[src/rtl/pipe_stage_pkg.sv]
// Shared defaults for the pipeline stage register: bundle widths, the control
// value used for bubbles, and the all-ones pattern for the saturating counter.
package pipe_stage_pkg;

    localparam int CTRL_W_DEF = 16;
    localparam int DATA_W_DEF = 128;
    localparam int CNT_W_DEF  = 16;

    localparam logic [CTRL_W_DEF-1:0] CTRL_NOP_DEF = '0;

    // Wide enough for any counter width up to 64 bits; callers slice it down.
    localparam logic [63:0] SAT_ALL_ONES = '1;

endpackage

[src/rtl/pipe_stall_ctr.sv]
// Saturating up-counter of backpressured cycles.
// It holds at all-ones and never wraps.
module pipe_stall_ctr
    import pipe_stage_pkg::*;
#(
    parameter int CNT_W = CNT_W_DEF
) (
    input  logic             clk,
    input  logic             rst,
    input  logic             inc,
    output logic [CNT_W-1:0] count
);

    localparam logic [CNT_W-1:0] SAT_VAL = SAT_ALL_ONES[CNT_W-1:0];

    logic [CNT_W-1:0] count_q;

    always_ff @(posedge clk) begin
        if (rst) begin
            count_q <= '0;
        end else if (inc && (count_q != SAT_VAL)) begin
            count_q <= count_q + 1'b1;
        end
    end

    assign count = count_q;

endmodule

[src/rtl/pipe_stage_reg.sv]
// Pipeline stage register carrying a control and a data bundle per beat, with
// flush, NOP insert and stall profiling. Define PIPE_STAGE_SKID_EN for a registered skid entry.
module pipe_stage_reg
    import pipe_stage_pkg::*;
#(
    parameter int                 CTRL_W   = CTRL_W_DEF,
    parameter int                 DATA_W   = DATA_W_DEF,
    parameter int                 CNT_W    = CNT_W_DEF,
    parameter logic [CTRL_W-1:0]  CTRL_NOP = CTRL_W'(CTRL_NOP_DEF)
) (
    input  logic              clk,
    input  logic              rst,
    input  logic              flush,
    input  logic              in_nop,
    input  logic              in_valid,
    output logic              in_ready,
    input  logic [CTRL_W-1:0] in_ctrl,
    input  logic [DATA_W-1:0] in_data,
    output logic              out_valid,
    input  logic              out_ready,
    output logic [CTRL_W-1:0] out_ctrl,
    output logic [DATA_W-1:0] out_data,
    output logic [CNT_W-1:0]  stall_cnt
);

    // Handshake: a beat transfers on a rising edge where valid && ready; the
    // sender keeps valid/ctrl/data stable until then, and ready never waits on valid.

    logic              out_valid_q;
    logic [CTRL_W-1:0] out_ctrl_q;
    logic [DATA_W-1:0] out_data_q;

    logic              accept;
    logic              out_load;
    logic [CTRL_W-1:0] in_ctrl_eff;

    assign accept      = in_valid && in_ready;
    assign out_load    = !out_valid_q || out_ready;
    assign in_ctrl_eff = in_nop ? CTRL_NOP : in_ctrl;

`ifdef PIPE_STAGE_SKID_EN

    logic              skid_valid;
    logic [CTRL_W-1:0] skid_ctrl;
    logic [DATA_W-1:0] skid_data;

    // ready comes only from a flop, so out_ready never reaches in_ready
    assign in_ready = !skid_valid;

    always_ff @(posedge clk) begin
        if (rst) begin
            out_valid_q <= 1'b0;
            out_ctrl_q  <= CTRL_NOP;
            out_data_q  <= '0;
            skid_valid  <= 1'b0;
            skid_ctrl   <= CTRL_NOP;
            skid_data   <= '0;
        end else if (flush) begin
            out_valid_q <= 1'b0;
            out_ctrl_q  <= CTRL_NOP;
            skid_valid  <= 1'b0;
        end else if (out_load) begin
            if (skid_valid) begin
                // skid holds the older beat; no accept is possible while it is full
                out_valid_q <= 1'b1;
                out_ctrl_q  <= skid_ctrl;
                out_data_q  <= skid_data;
                skid_valid  <= 1'b0;
            end else begin
                out_valid_q <= accept;
                if (accept) begin
                    out_ctrl_q <= in_ctrl_eff;
                    out_data_q <= in_data;
                end
            end
        end else if (accept) begin
            skid_valid <= 1'b1;
            skid_ctrl  <= in_ctrl_eff;
            skid_data  <= in_data;
        end
    end

`else

    assign in_ready = !out_valid_q || out_ready;

    always_ff @(posedge clk) begin
        if (rst) begin
            out_valid_q <= 1'b0;
            out_ctrl_q  <= CTRL_NOP;
            out_data_q  <= '0;
        end else if (flush) begin
            out_valid_q <= 1'b0;
            out_ctrl_q  <= CTRL_NOP;
        end else if (out_load) begin
            out_valid_q <= accept;
            if (accept) begin
                out_ctrl_q <= in_ctrl_eff;
                out_data_q <= in_data;
            end
        end
    end

`endif

    assign out_valid = out_valid_q;
    assign out_ctrl  = out_ctrl_q;
    assign out_data  = out_data_q;

    pipe_stall_ctr #(
        .CNT_W (CNT_W)
    ) u_stall_ctr (
        .clk   (clk),
        .rst   (rst),
        .inc   (out_valid_q && !out_ready),
        .count (stall_cnt)
    );

endmodule
[config.mk]
export PLATFORM = sky130hd
export DESIGN_NAME = pipe_stage_reg
export DESIGN_NICKNAME = d
export VERILOG_FILES = /design/src/rtl/pipe_stage_pkg.sv /design/src/rtl/pipe_stall_ctr.sv /design/src/rtl/pipe_stage_reg.sv
export SDC_FILE = /design/constraint.sdc
export NUM_CORES = 1
export LEC_CHECK = 0
export BUFFER_PORTS_ARGS = -buffer_cell sky130_fd_sc_hd__buf_2
export CAP_MARGIN = 20
export CORE_AREA = 4 4 126 128
export DETAILED_ROUTE_END_ITERATION = 10
export DIE_AREA = 0 0 130 132
export MAX_ROUTING_LAYER = met4
export PLACE_DENSITY = 0.82
export SLEW_MARGIN = 20
export SYNTH_ARGS = -nofsm -noshare
export SYNTH_HDL_FRONTEND = slang
export SYNTH_SLANG_ARGS = --single-unit
[constraint.sdc]
create_clock -name clk -period 2.2 [get_ports clk]
set_input_delay 0.44 -clock clk [delete_from_list [all_inputs] [get_ports clk]]
set_output_delay 0.44 -clock clk [all_outputs]
set_load 0.02 [all_outputs]
=== Yosys cells after proc, flatten, opt, wreduce, memory -nomap -nowiden ===
Cells that the tools add are included.

* Bitwise operators: 1
* Multiplexer cells: 1
* Add/sub/neg operators: 1
* Equality and inequality tests: 1
* Reduce and logical (&&, ||, !) cells: 9

{| class="wikitable"
|+ Operator list
! cell !! count
|-
| 16-bit by 1-bit adder with 16-bit output (second input constant) || 1
|-
| 16-bit two-way mux || 1
|-
| 16-bit inequality test (second input constant) || 1
|-
| 1-bit logical AND || 3
|-
| 3-bit AND reduction || 1
|-
| 1-bit logical NOT || 2
|-
| 2-bit AND reduction || 1
|-
| 2-bit OR reduction || 1
|-
| 1-bit logical OR || 1
|-
| 1-bit NOT || 1
|}

* Bits in registers: 161
* Logic and storage cells: 17

=== Depth between registers and ports, before layout ===
Gate-level depths: netlist of run 1.

* Depth in word-level cells: 4
* Depth in mapped cells: 7

=== Cells and area by module ===
Synthesis of run 1 repeated with hierarchy kept, for this count alone.

* Cells, all modules: 761
* Area, all modules: 6991.7 um2

{| class="wikitable"
|+ Modules (own cells, without submodules)
! module !! instances !! cells an instance !! area each (um2)
|-
| pipe_stage_reg || 1 || 662 || 6143.4
|-
| pipe_stall_ctr || 1 || 99 || 848.3
|}

=== Worst setup path after synthesis of run 1 ===
OpenSTA, ideal clock, no wires.

* Path kind: flip-flop to flip-flop
* Start point: register u_stall_ctr.count_q[0] (netlist: u_stall_ctr.count[0])
* End point: register u_stall_ctr.count_q[14] (netlist: u_stall_ctr.count[14])
* Slack: 0.285 ns
* Data arrival time: 1.792 ns
* Clock period less this slack: 1.915 ns
* Stages on the path, launching flop included: 6
* Cells stage by stage: dfxtp_1 > ha_1 > nand3_2 > or3_4 > nor3_1 > mux2_1

* Longest elaborated chain between the ends: 2

{| class="wikitable"
|+ Ends and longest elaborated chain
! what !! line !! source
|-
| from (decl) || pipe_stall_ctr.sv:16 || <nowiki>logic [CNT_W-1:0] count_q;</nowiki>
|-
| from (signal assigned) || pipe_stall_ctr.sv:22 || <nowiki>count_q <= count_q + 1'b1;</nowiki>
|-
| branches (longest 2 deep; another with 16-bit by 1-bit adder with 16-bit output) || - ||
|}

Parallel ways; which one is timed is not known.
A chain may end at the register's enable or synchronous reset.

=== Worst setup path in the final report of run 1 ===
Ends and elaborated chain as after synthesis.

==> results.md, run 1 <==
- The run finished with clean final reports.
- Across the run, the number of max-cap violations was 0.
- The TritonCTS clock tree is yes.
- The area of the placeable core is 0.0149 mm².
- At the pin with the least slew margin, the transition time is 606 ps.
- The maximum operating frequency is 0.515 GHz.
- The total detailed-routing wirelength is 16900 µm.
- For this configuration, the core starts out at a cell density of 0.393.
- For this run, the detailed router's first-pass iteration total came to 5.
- For this run, the slowest stage of the critical path takes 430 ps.
- The type of the worst setup path is reg -> reg.
- Along the worst path, the maximum fanout reaches 5.
- The final critical path time including I/O delays and setup is 1940 ps.
- The overall die width is 130 µm.
- The share of the Yosys chip area taken by registers is 0.552.
- The endpoint arrival time on the critical path is 2250 ps.
- The signal on the critical path passes through ha_1 > nand3_2 > or3_4 > nor3_1 > mux2_1.
- The maximum buffer depth of the clock tree is 2.
- For this design the ratio of total power to cell area is 843 mW/mm².
- Along the worst hold path, the cell count comes to 3.
- The netlist area before placement is 0.00584 mm².
- The post-route clock skew is 9.89 ps.
- VDD sags by at most 0.000461 V.
- Of the total power, combinational logic draws 0.106.
- Counting distinct cell types in the post-synthesis netlist gives 37.
- The instance count of the mapped netlist is 723.
- Cell internal power was estimated by the tool at 5.19 mW.
- The net switching fraction of the power is 0.245.
- The static leakage power is 3.74 nW.
- The clock-pin slew reported for the worst setup and hold paths after clock tree synthesis is 60 ps.
- The maximum level of the CTS H-tree is 4.
- Summed over all failing endpoints, the final setup total negative slack is 0 ps.
- The die height is 132 µm.
- At the end of routability-driven placement, the weighted congestion stood at 0.861.
- The DRC violation count after routing is 0.
- Post-CTS repair changed the size of 0 cells.
- The worst-case reg-to-reg path depth is 5.
- The net count after synthesis is 874.
- The post-route clock period utilization is 0.883.
- The total grt overflow is 0.
- The initial DRC count is 397.
- In the routed layout, each cell is associated on average with a via count of 4.86.
- The cell with the largest stage delay on the worst path is sky130_fd_sc_hd__or3_4.
- The total I/O pin count is 312.
- The max-slew violation total from the final report is 0.
- Hold repair after CTS inserted 0 buffers.
- After detailed routing, the average wire length per cell comes to 13.9 µm.
- The CTS sink count is 161.
- The overall via count from detail_route is 5898.
- The initial antenna violation count is 1.
- Headroom to the max-slew limit came out at 0.595.
- At the placement stage, the worst setup path has a slack of 217 ps.
- The remaining number of nets flagged by the antenna check after routing is 0.
- The type of element launching the critical path is a register.
- The clock power share is 0.445.
- The mean post-synth cell area is 8.08 µm².
- TritonCTS created 17 clock buffers.
- STA classifies the critical path endpoint as a register.
- From synthesis to final layout, the design area changed by 39.7%.
- The total setup buffers inserted after CTS is 0.
- Setup violations remaining at the end of the flow were counted as 0.
- The number of endpoints with negative hold slack in the final report was 0.
- The clock latency reported for the late side of the worst-skew pair is 420 ps.
- Port buffering added 311 buffers.
- The first global-routing pass estimated 25600 µm of wire.
- Setup repair after global routing left no endpoint under its margin.
- The largest net degree at the start of global routing is 78.
- In this run, synthesis produced a sequential element count of 161.
- The floorplan has 45 rows.
- For this design the total switching power over the nets is 1.69 mW.
- The register share of total power is 0.449.
- The Yosys step of the flow raised 0 warnings.
- The clock tree root driver cell is sky130_fd_sc_hd__clkbuf_16.
- The kind of path behind the tightest hold check is in -> reg.
- For this run, the total global-route usage over all layers was measured as 0.190.
- The final critical-path setup slack is 257 ps.
- The total number of nets in the final design is 1162.
- In the final layout, the share of cells above drive strength 1 is 0.353.
- The data required time of the worst path is 2500 ps.
- The die covers 0.0172 mm².
- Summed over all nets, the half-perimeter wirelength after detailed placement is 12100 µm.
- The via count of the first global-routing pass is 5327.
routing by layer:
| layer | track usage | vias to the layer above | routed length (µm) |
|---|---|---|---|
| met2 | 0.311 | 235 | 8370 |
| met1 | 0.223 | 2669 | 6790 |
| met5 | - | - | 0 |
| met3 | 0.0486 | 32 | 1300 |
| met4 | 0.0751 | 0 | 386 |
| li1 | - | 2962 | - |
sequential cells by signal, indices dropped and copies added, names as in the netlist:
register,flops
out_data,128
u_stall_ctr.count,16
out_valid,1
out_ctrl,16
synthesized netlist by cell type, drive strengths merged:
| master | n | area (µm²) |
|---|---|---|
| or4 | 4 | 30.0 |
| nor2b | 2 | 20.0 |
| or2 | 1 | 6.26 |
| a21oi | 156 | 792 |
| o21ai | 7 | 35.0 |
| o311ai | 1 | 8.76 |
| o31ai | 4 | 30.0 |
| and4 | 1 | 8.76 |
| nand2 | 278 | 1040 |
| nand3 | 4 | 25.0 |
| and3 | 3 | 18.8 |
| nor3 | 3 | 15.0 |
| buf | 29 | 159 |
| nand4 | 7 | 50.1 |
| nand3b | 16 | 120 |
| nor2 | 6 | 22.5 |
| nor4 | 1 | 6.26 |
| ha | 1 | 12.5 |
| clkbuf | 21 | 78.8 |
| mux2 | 1 | 11.3 |
| inv | 5 | 18.8 |
| dfxtp | 161 | 3220 |
| or3 | 7 | 48.8 |
| mux2i | 1 | 10.0 |
| xor2 | 1 | 8.76 |
| o41ai | 2 | 36.3 |
placed cells by master, fill, tap and decap left out, types with 5 or more instances in the layout:
cell and n:
sky130_fd_sc_hd__clkbuf_16 17, sky130_fd_sc_hd__o21ai_1 6, sky130_fd_sc_hd__nand3b_1 16, sky130_fd_sc_hd__buf_2 310, sky130_fd_sc_hd__a21oi_1 153, sky130_fd_sc_hd__or3_1 6, sky130_fd_sc_hd__nand4_1 6, sky130_fd_sc_hd__dfxtp_1 161
sky130_fd_sc_hd__nand2_1 278, sky130_fd_sc_hd__buf_12 5, sky130_fd_sc_hd__nor2_1 6
critical path: cells and delay by family, from the launching register on:
kind,cells,cell delay (ps)
AND/OR/NAND/NOR,3,840
flip-flops,1,400
multiplexers,1,340
adder cells (fa/ha/maj),1,250
layout make-up:
| class | instances | area [µm²] |
|---|---|---|
| clock buffers | 21 | 470 |
| multi-input cells | 507 | 2380 |
| clock inverters | 11 | 151 |
| inverters | 5 | 18.8 |
| well taps | 188 | 235 |
| diodes | 1 | 2.50 |
| repair buffers | 319 | 1680 |
| fillers | 1366 | 6700 |
| flip-flops and latches | 161 | 3220 |
worst paths after layout:
check / start / endpoint / slack (ps)
hold / removal: in_data[59] / out_data[59] / 250
setup reg to reg: u_stall_ctr.count[0] / u_stall_ctr.count[14] / 260
setup / recovery: u_stall_ctr.count[0] / u_stall_ctr.count[14] / 260
hold reg to reg: out_ctrl[0] / out_ctrl[0] / 450
power groups by stage:
stage	sequential [mW]	clock (mW)	combinational, mW
2_1_floorplan	3.29	0	0.263
3_3_place_gp	3.14	0	0.727
3_5_place_dp	3.15	0	0.735
4_1_cts	3.08	3.13	0.737
5_1_grt	3.10	3.26	0.797
6_report	3.08	3.06	0.730
through the flow:
stage	total power [mW]	instances	utilization	hold slack, ps	instance area (µm²)
2_1_floorplan	3.56	723	-	530	5840
3_3_place_gp	3.87	1180	0.507	435	7540
3_5_place_dp	3.88	1180	0.507	443	7540
4_1_cts	6.96	1212	0.549	230	8160
5_1_grt	7.16	1213	0.549	239	8160
6_report	6.88	1213	0.549	251	8160
cell families after synthesis:
group / synth area share
simple gates: 0.242
compound gates: 0.154
flops: 0.552
buf+inv: 0.0439
mux: 0.00364
xor+xnor: 0.00150
fa+ha+maj: 0.00214
Note: power is estimated with default switching activity, not from simulation.
==> run 2, diff against run 1 <==
- clock period: 2.2 -> 1.8 ns (I/O delays scaled with it)
==> run 2 against run 1 <==
Combinational power increased by 26%. Critical path type unchanged. Clock skew decreased by 3.6 ps. Core utilization increased by 0.98 points. Sequential share of layout area decreased by 0.61 points.
==> results.md, run 2 (synthesis results as in run 1) <==
- The run finished with clean final reports.
- The transition at the pin with the smallest max-transition slack is 616 ps.
- The max-slew violation total from the final report is 0.
- The CTS buffer count is 17.
- For this design, the slowest cell found on the critical path is sky130_fd_sc_hd__or3_4.
- The count of buffers added on input and output ports is 311.
- The worst slew slack as a fraction of its limit is 0.588.
- The tree is rooted in a sky130_fd_sc_hd__clkbuf_16.
- The longest clock path from root to sink contains 2 buffers.
- For this configuration, the core starts out at a cell density of 0.393.
- Based on the critical path, the design can be clocked at up to 0.575 GHz.
- The areal power density over the cells is 1010 mW/mm².
- The overall routing resource usage is 0.196.
- The worst supply voltage drop on vdd is 0.000602 V.
- The endpoint arrival time on the critical path is 2040 ps.
- The wire length of the first global-routing pass is 26600 µm.
- For this design, the CTS-stage hold fixing added 0 buffers.
- The worst hold slack is 178 ps.
- The initial antenna violation count is 1.
- The total I/O pin count is 312.
- The initial DRC count is 341.
- The final setup violation count is 0.
- The worst hold path startpoint is in_data[47].
- Along the worst path, the maximum fanout reaches 5.
- Entering global routing, the biggest net connects 73 pins.
- The kind of path behind the tightest hold check is in -> reg.
- The post-placement cell count is 1196.
- The worst-case hold path end point is out_data[47].
- The worst setup path is of the reg -> reg kind.
- The cell type group with the largest total delay on the critical path is simple AND/OR/NAND/NOR gates.
- The clock latency reported for the late side of the worst-skew pair is 420 ps.
- The register with the most flip-flops in the layout has 128 of them.
- The overall via count from detail_route is 5989.
- The worst setup path is launched from a register.
- Setup repair after global routing left no endpoint under its margin.
- Of the cells placed in the final design, the portion with a size suffix greater than 1 is 0.365.
- The post-route clock skew is 6.26 ps.
- The final cell count without fillers is 1229.
- The signal on the critical path passes through ha_2 > nand3_4 > or3_4 > nor3_1 > mux2_1.
- The CTS sink count is 161.
- The launch point of the worst path is u_stall_ctr.count[0].
- The post-route clock period utilization is 0.965.
- In this run the static leakage power is 3.82 nW.
- The pre-antenna-repair detailed-routing pass consisted of 5 iterations.
- The maximum level of the CTS H-tree is 4.
- Routability-driven placement finished with a final weighted congestion of 0.831.
- The total number of nets in the final design is 1178.
- The row count is 45.
- The end of the worst register-to-register path is u_stall_ctr.count[14].
- For flop-to-flop paths, the worst setup slack is 60 ps.
- The floorplan step set the die width to 130 µm.
- The remaining number of nets flagged by the antenna check after routing is 0.
- The library cell used most frequently in the layout, excluding fill and tap cells, is sky130_fd_sc_hd__buf_2.
- Counting both buffers and inverters, the worst setup path holds a total of 0.
- The layout-stage area growth over the synthesis result is 42.2%.
- For this run, design rule violations remaining after detail routing come to 0.
- The final critical path time including I/O delays and setup is 1740 ps.
- The die covers 0.0172 mm².
- The number of endpoints with negative hold slack in the final report came to 0.
- The total grt overflow is 0.
- The via count of the first global-routing pass was 5503.
- After routing, the total negative slack on setup checks comes to 0 ps.
- After detailed routing, the number of vias per cell comes to 4.87.
- The maximum single-stage delay on the critical path is 400 ps.
- The area of the placeable core is 0.0149 mm².
- The library cells used most frequently in the layout, excluding fill and tap cells, are sky130_fd_sc_hd__buf_2 (310), sky130_fd_sc_hd__nand2_1 (278), sky130_fd_sc_hd__dfxtp_1 (158).
- TritonCTS built the clock tree.
- Summed over all nets, the half-perimeter wirelength after detailed placement is 12500 µm.
- The clock-pin slew reported for the worst setup and hold paths after clock tree synthesis is 60 ps.
- The detailed-route wire length per cell is 14.0 µm.
- For the worst setup path, the data required time is 2100 ps.
- The worst register-to-register path begins at u_stall_ctr.count[0].
- The kind of end point of the critical path is a register.
- After detailed routing, the total wire length is 17200 µm.
- Measured in cells, the most critical reg-to-reg path has a length of 5.
- The worst hold path stage count is 3.
- Across the run, the number of max-cap violations was 0.
- The die is 132 µm tall.
-- run 2: cell count changes in the layout (fill, tap and decap cells not counted), sizes merged --
cell / before / now
buf: 319 / 335
clkbuf: 21 / 20
clkinv: 5 / 6
clkinvlp: 1 / 2
inv: 7 / 6
-- run 2: how the worst max path moves through the flow --
| stage | end | slack (ps) | cells past startpoint |
|---|---|---|---|
| after global routing | u_stall_ctr.count[14] | 3 | 5 |
| final | u_stall_ctr.count[14] | 60 | 5 |
| after detailed placement | u_stall_ctr.count[14] | 40 | 5 |
| after CTS | u_stall_ctr.count[14] | 20 | 5 |
| after floorplan | u_stall_ctr.count[14] | 7 | 5 |
| after global placement | u_stall_ctr.count[14] | 60 | 5 |
-- run 2: stage by stage --
step | total power [mW] | util | area [µm²] | worst slack (ps)
after floorplan | 4.35 | - | 5850 | 7.04
after detailed placement | 4.77 | 0.517 | 7690 | 40.7
after global placement | 4.76 | 0.517 | 7690 | 56.9
after global routing | 8.68 | 0.559 | 8310 | 3.17
final | 8.35 | 0.559 | 8310 | 62.2
after CTS | 8.44 | 0.558 | 8300 | 24.7
-- run 2: per-layer routing --
metal	vias to the layer above	wire length, µm	global-route usage
met5	-	0	-
li1	2996	-	-
met4	0	329	0.0733
met3	25	1390	0.0498
met1	2718	6750	0.222
met2	250	8740	0.330
-- run 2: where the power goes --
group	leakage, nW	switching, mW	internal, mW	total [mW]
Clock	0.291	1.43	2.23	3.66
Combinational	2.21	0.564	0.355	0.918
Sequential	1.31	0.0652	3.71	3.77
-- run 2: what timing repair did --
item | 4_1_cts | 5_1_grt
hold endpoints to repair | 0 | 0
gates resized for setup | 0 | 1
setup buffers | 0 | 0
endpoints found under the setup margin | 0 | 2
-- run 2: final cells by class --
type	instances	area [µm²]
clock inverter	12	159
antenna	1	2.50
clock buffer	20	447
sequential	161	3230
fill	1364	6560
timing repair buffer	335	1830
multi-input combinational	507	2390
inverter	5	18.8
tap	188	235
-- run 2: worst reg2reg max path: cells and delay by family (launching register included) --
kind                     cells  cell delay [ps]
AND/OR/NAND/NOR              3              740
flip-flops                   1              340
multiplexers                 1              340
adder cells (fa/ha/maj)      1              220
==> run 3, diff against run 2 <==
- CELL_PAD_IN_SITES_DETAIL_PLACEMENT: unset -> 1
- CELL_PAD_IN_SITES_GLOBAL_PLACEMENT: unset -> 1
- CORE_AREA: 4 4 126 128 -> 4 4 143 145
- DIE_AREA: 0 0 130 132 -> 0 0 147 149
- PLACE_DENSITY: 0.82 -> 0.89
==> run 3 against run 2 <==
Core utilization decreased by 12 points. Final cell count increased by 6.8%. Clock skew increased by 0.73 ps. Total power decreased by 1.8%. Largest cell class unchanged. Largest power group unchanged. Highest routed layer unchanged. Clock-buffer cell count decreased by 2. Critical endpoint is now u_stall_ctr.count[1]. Critical path type unchanged.
==> results.md, run 3 (synthesis results as in run 1) <==
- Measured against its own limit, the worst slew margin works out to 0.720.
- The overall die width is 147 µm.
- The routed design could run at a clock period as short as 1750 ps.
- The largest driver fanout on the critical path is 11.
- The total die area is 0.0219 mm².
- The clock tree root driver cell is sky130_fd_sc_hd__clkbuf_16.
- In this design, the stage delay of the slowest critical-path cell is 540 ps.
- The worst register-to-register path has a setup slack of 50 ps.
- The total of buffers placed on input and output ports is 311.
- The detail-routed via count per cell is 4.71.
- Traced cell by cell, the critical path runs through nand4_1 > o41ai_4 > buf_12 > mux2i_1 > nor2_1.
- During I/O placement, the number of pins put on the boundary was 312.
- At the pin with the least slew margin, the transition time is 417 ps.
- IR analysis of the VDD net gives a maximum drop of 0.000605 V.
- The top cell types in the final layout, fill and taps aside, are sky130_fd_sc_hd__buf_2 (310), sky130_fd_sc_hd__nand2_1 (278), sky130_fd_sc_hd__dfxtp_1 (154).
- The ratio of cells with drive above 1 in the final layout is 0.379.
- Among all stages on the critical path, the largest delay is contributed by sky130_fd_sc_hd__o41ai_4.
- The overall routing resource usage is 0.184.
- The areal power density over the cells is 968 mW/mm².
- The run finished with clean final reports.
- The H-tree was split into 4 levels.
- The TritonCTS clock tree is yes.
- The most common cell after layout, fill and taps aside is sky130_fd_sc_hd__buf_2.
- The initial standard-cell utilization of the core is 0.304.
- The end-of-flow core utilization is 0.441.
- Dividing the final minimum period by the clock period gives 0.971.
- The initial antenna violation count is 0.
- After floorplanning, the core was divided into 51 placement rows.
- In this run the worst setup path terminates at u_stall_ctr.count[1].
- Summed over all failing endpoints, the final setup total negative slack is 0 ps.
- The first global-routing pass estimated 31600 µm of wire.
- The number of endpoints with negative hold slack in the final report is 0.
- For the worst setup path, the data required time is 2100 ps.
- The critical path is of the reg -> reg type.
- The largest net degree at the start of global routing is 76.
- Counting the buffers created by CTS gives 17.
- The overall via count from detail_route is 6174.
- The total grt overflow is 0.
- The CTS sink count is 161.
- The type of element launching the critical path is a register.
- Clock-pin slew was measured on the worst setup and hold paths at 70 ps.
- The number of max-cap violations is 0.
- The maximum operating frequency is 0.572 GHz.
- The congestion estimate from routability-driven global placement came to 0.807.
- The total number of nets in the final design is 1185.
- The max-slew violation total from the final report was 0.
- The kind of end point of the critical path is a register.
- The worst-case reg-to-reg path depth is 5.
- The clock latency reported for the late side of the worst-skew pair is 420 ps.
- The register with the most flip-flops in the layout has 128 of them.
- The filler cells instantiated in the layout total 2402.
- The area of the placeable core is 0.0192 mm².
- The launch point of the worst path is u_stall_ctr.count[9].
- Between clock sinks in the finished design, the worst skew comes to 6.99 ps.
- The longest clock path from root to sink contains 2 buffers.
- The area growth from synthesis to layout is 45.1%.
- The endpoint arrival time on the critical path is 2040 ps.
- The final setup violation count is 0.
- The count of inserted antenna diode cells is 0.
- The kind of path behind the tightest hold check is in -> reg.
- The end of the worst register-to-register path is u_stall_ctr.count[1].
- The number of iterations in the first detailed-routing pass is 4.
- For this block, the routed nets add up to 20900 µm of wire.
- The static leakage power is 3.86 nW.
- The HPWL after detailed placement is 15000 µm.
- After detailed placement, the total cell area comes to 0.00783 mm².
- In this run, the number of DRC markers left after iteration 0 of detailed routing was 188.
- The count of nets left with antenna violations once routing finished came out at 0.
- The post-layout instance area is 0.00847 mm².
- The total power of the final layout is 8.20 mW.
- Dividing the detail-routed wire length by the instance count gives 15.9 µm.
- The start of the worst register-to-register path is u_stall_ctr.count[9].
- For this run, design rule violations remaining after detail routing come to 0.
- The die height is 149 µm.
- The via count of the first global-routing pass was 6193.
- Buffers inserted to repair hold after CTS numbered 0.
==> run 3: cell types whose count changed in the layout (fill, tap and decap cells not counted), sizes merged <==
cell and delta:
diode -1, inv +7, clkinvlp -1, bufinv -3
buf +6, clkinv -1, clkbuf -1
==> run 3: worst min path at each step <==
stage	endpoint	from	cells after the start
2_1_floorplan	out_data[0]	in_data[0]	2
3_3_place_gp	out_ctrl[8]	out_ctrl[8]	2
3_5_place_dp	out_ctrl[14]	out_ctrl[14]	2
4_1_cts	out_data[20]	in_data[20]	3
5_1_grt	out_data[46]	in_data[46]	3
6_report	out_data[20]	in_data[20]	3
==> run 3: report_power, final <==
group | switching, mW | total, mW | internal (mW)
logic | 0.588 | 0.954 | 0.366
registers | 0.0673 | 3.77 | 3.70
clock network | 1.62 | 3.48 | 1.86
total | 2.28 | 8.20 | 5.92
==> run 3: timing repair <==
item	4_1_cts	5_1_grt
hold endpoints to repair	0	0
gates resized for setup	0	10
buffers inserted	0	4
setup endpoints to repair	0	5
==> run 3: final cells by class <==
type | count | area [µm²] | area share
Multi-Input combinational cell | 507 | 2400 | 0.284
Tap cell | 265 | 332 | 0.0391
Inverter | 5 | 18.8 | 0.00221
Clock buffer | 18 | 439 | 0.0518
Sequential cell | 161 | 3240 | 0.382
Timing Repair Buffer | 342 | 1920 | 0.227
Clock inverter | 14 | 121 | 0.0143
==> run 3: metrics by stage <==
step	hold WS, ps	worst slack, ps	std cells
final	168	52.3	1312
after global routing	150	-55.5	1312
after CTS	149	35.4	1307
after detailed placement	443	41.4	1275
after global placement	435	79.9	1275
after floorplan	496	7.04	723
==> run 3: metal layers <==
| metal | track usage | vias to the layer above | routed length, µm |
|---|---|---|---|
| li1 | - | 3008 | - |
| met1 | 0.210 | 2903 | 8390 |
| met2 | 0.319 | 231 | 10700 |
| met3 | 0.0495 | 32 | 1360 |
| met4 | 0.0541 | 0 | 452 |
| met5 | - | - | 0 |
==> run 3: critical path: cells and delay by family (launching register included) <==
| family | cells | cell delay [ps] |
|---|---|---|
| compound gates | 1 | 540 |
| flops | 1 | 410 |
| simple gates | 2 | 310 |
| buf+inv | 1 | 190 |
| mux | 1 | 180 |
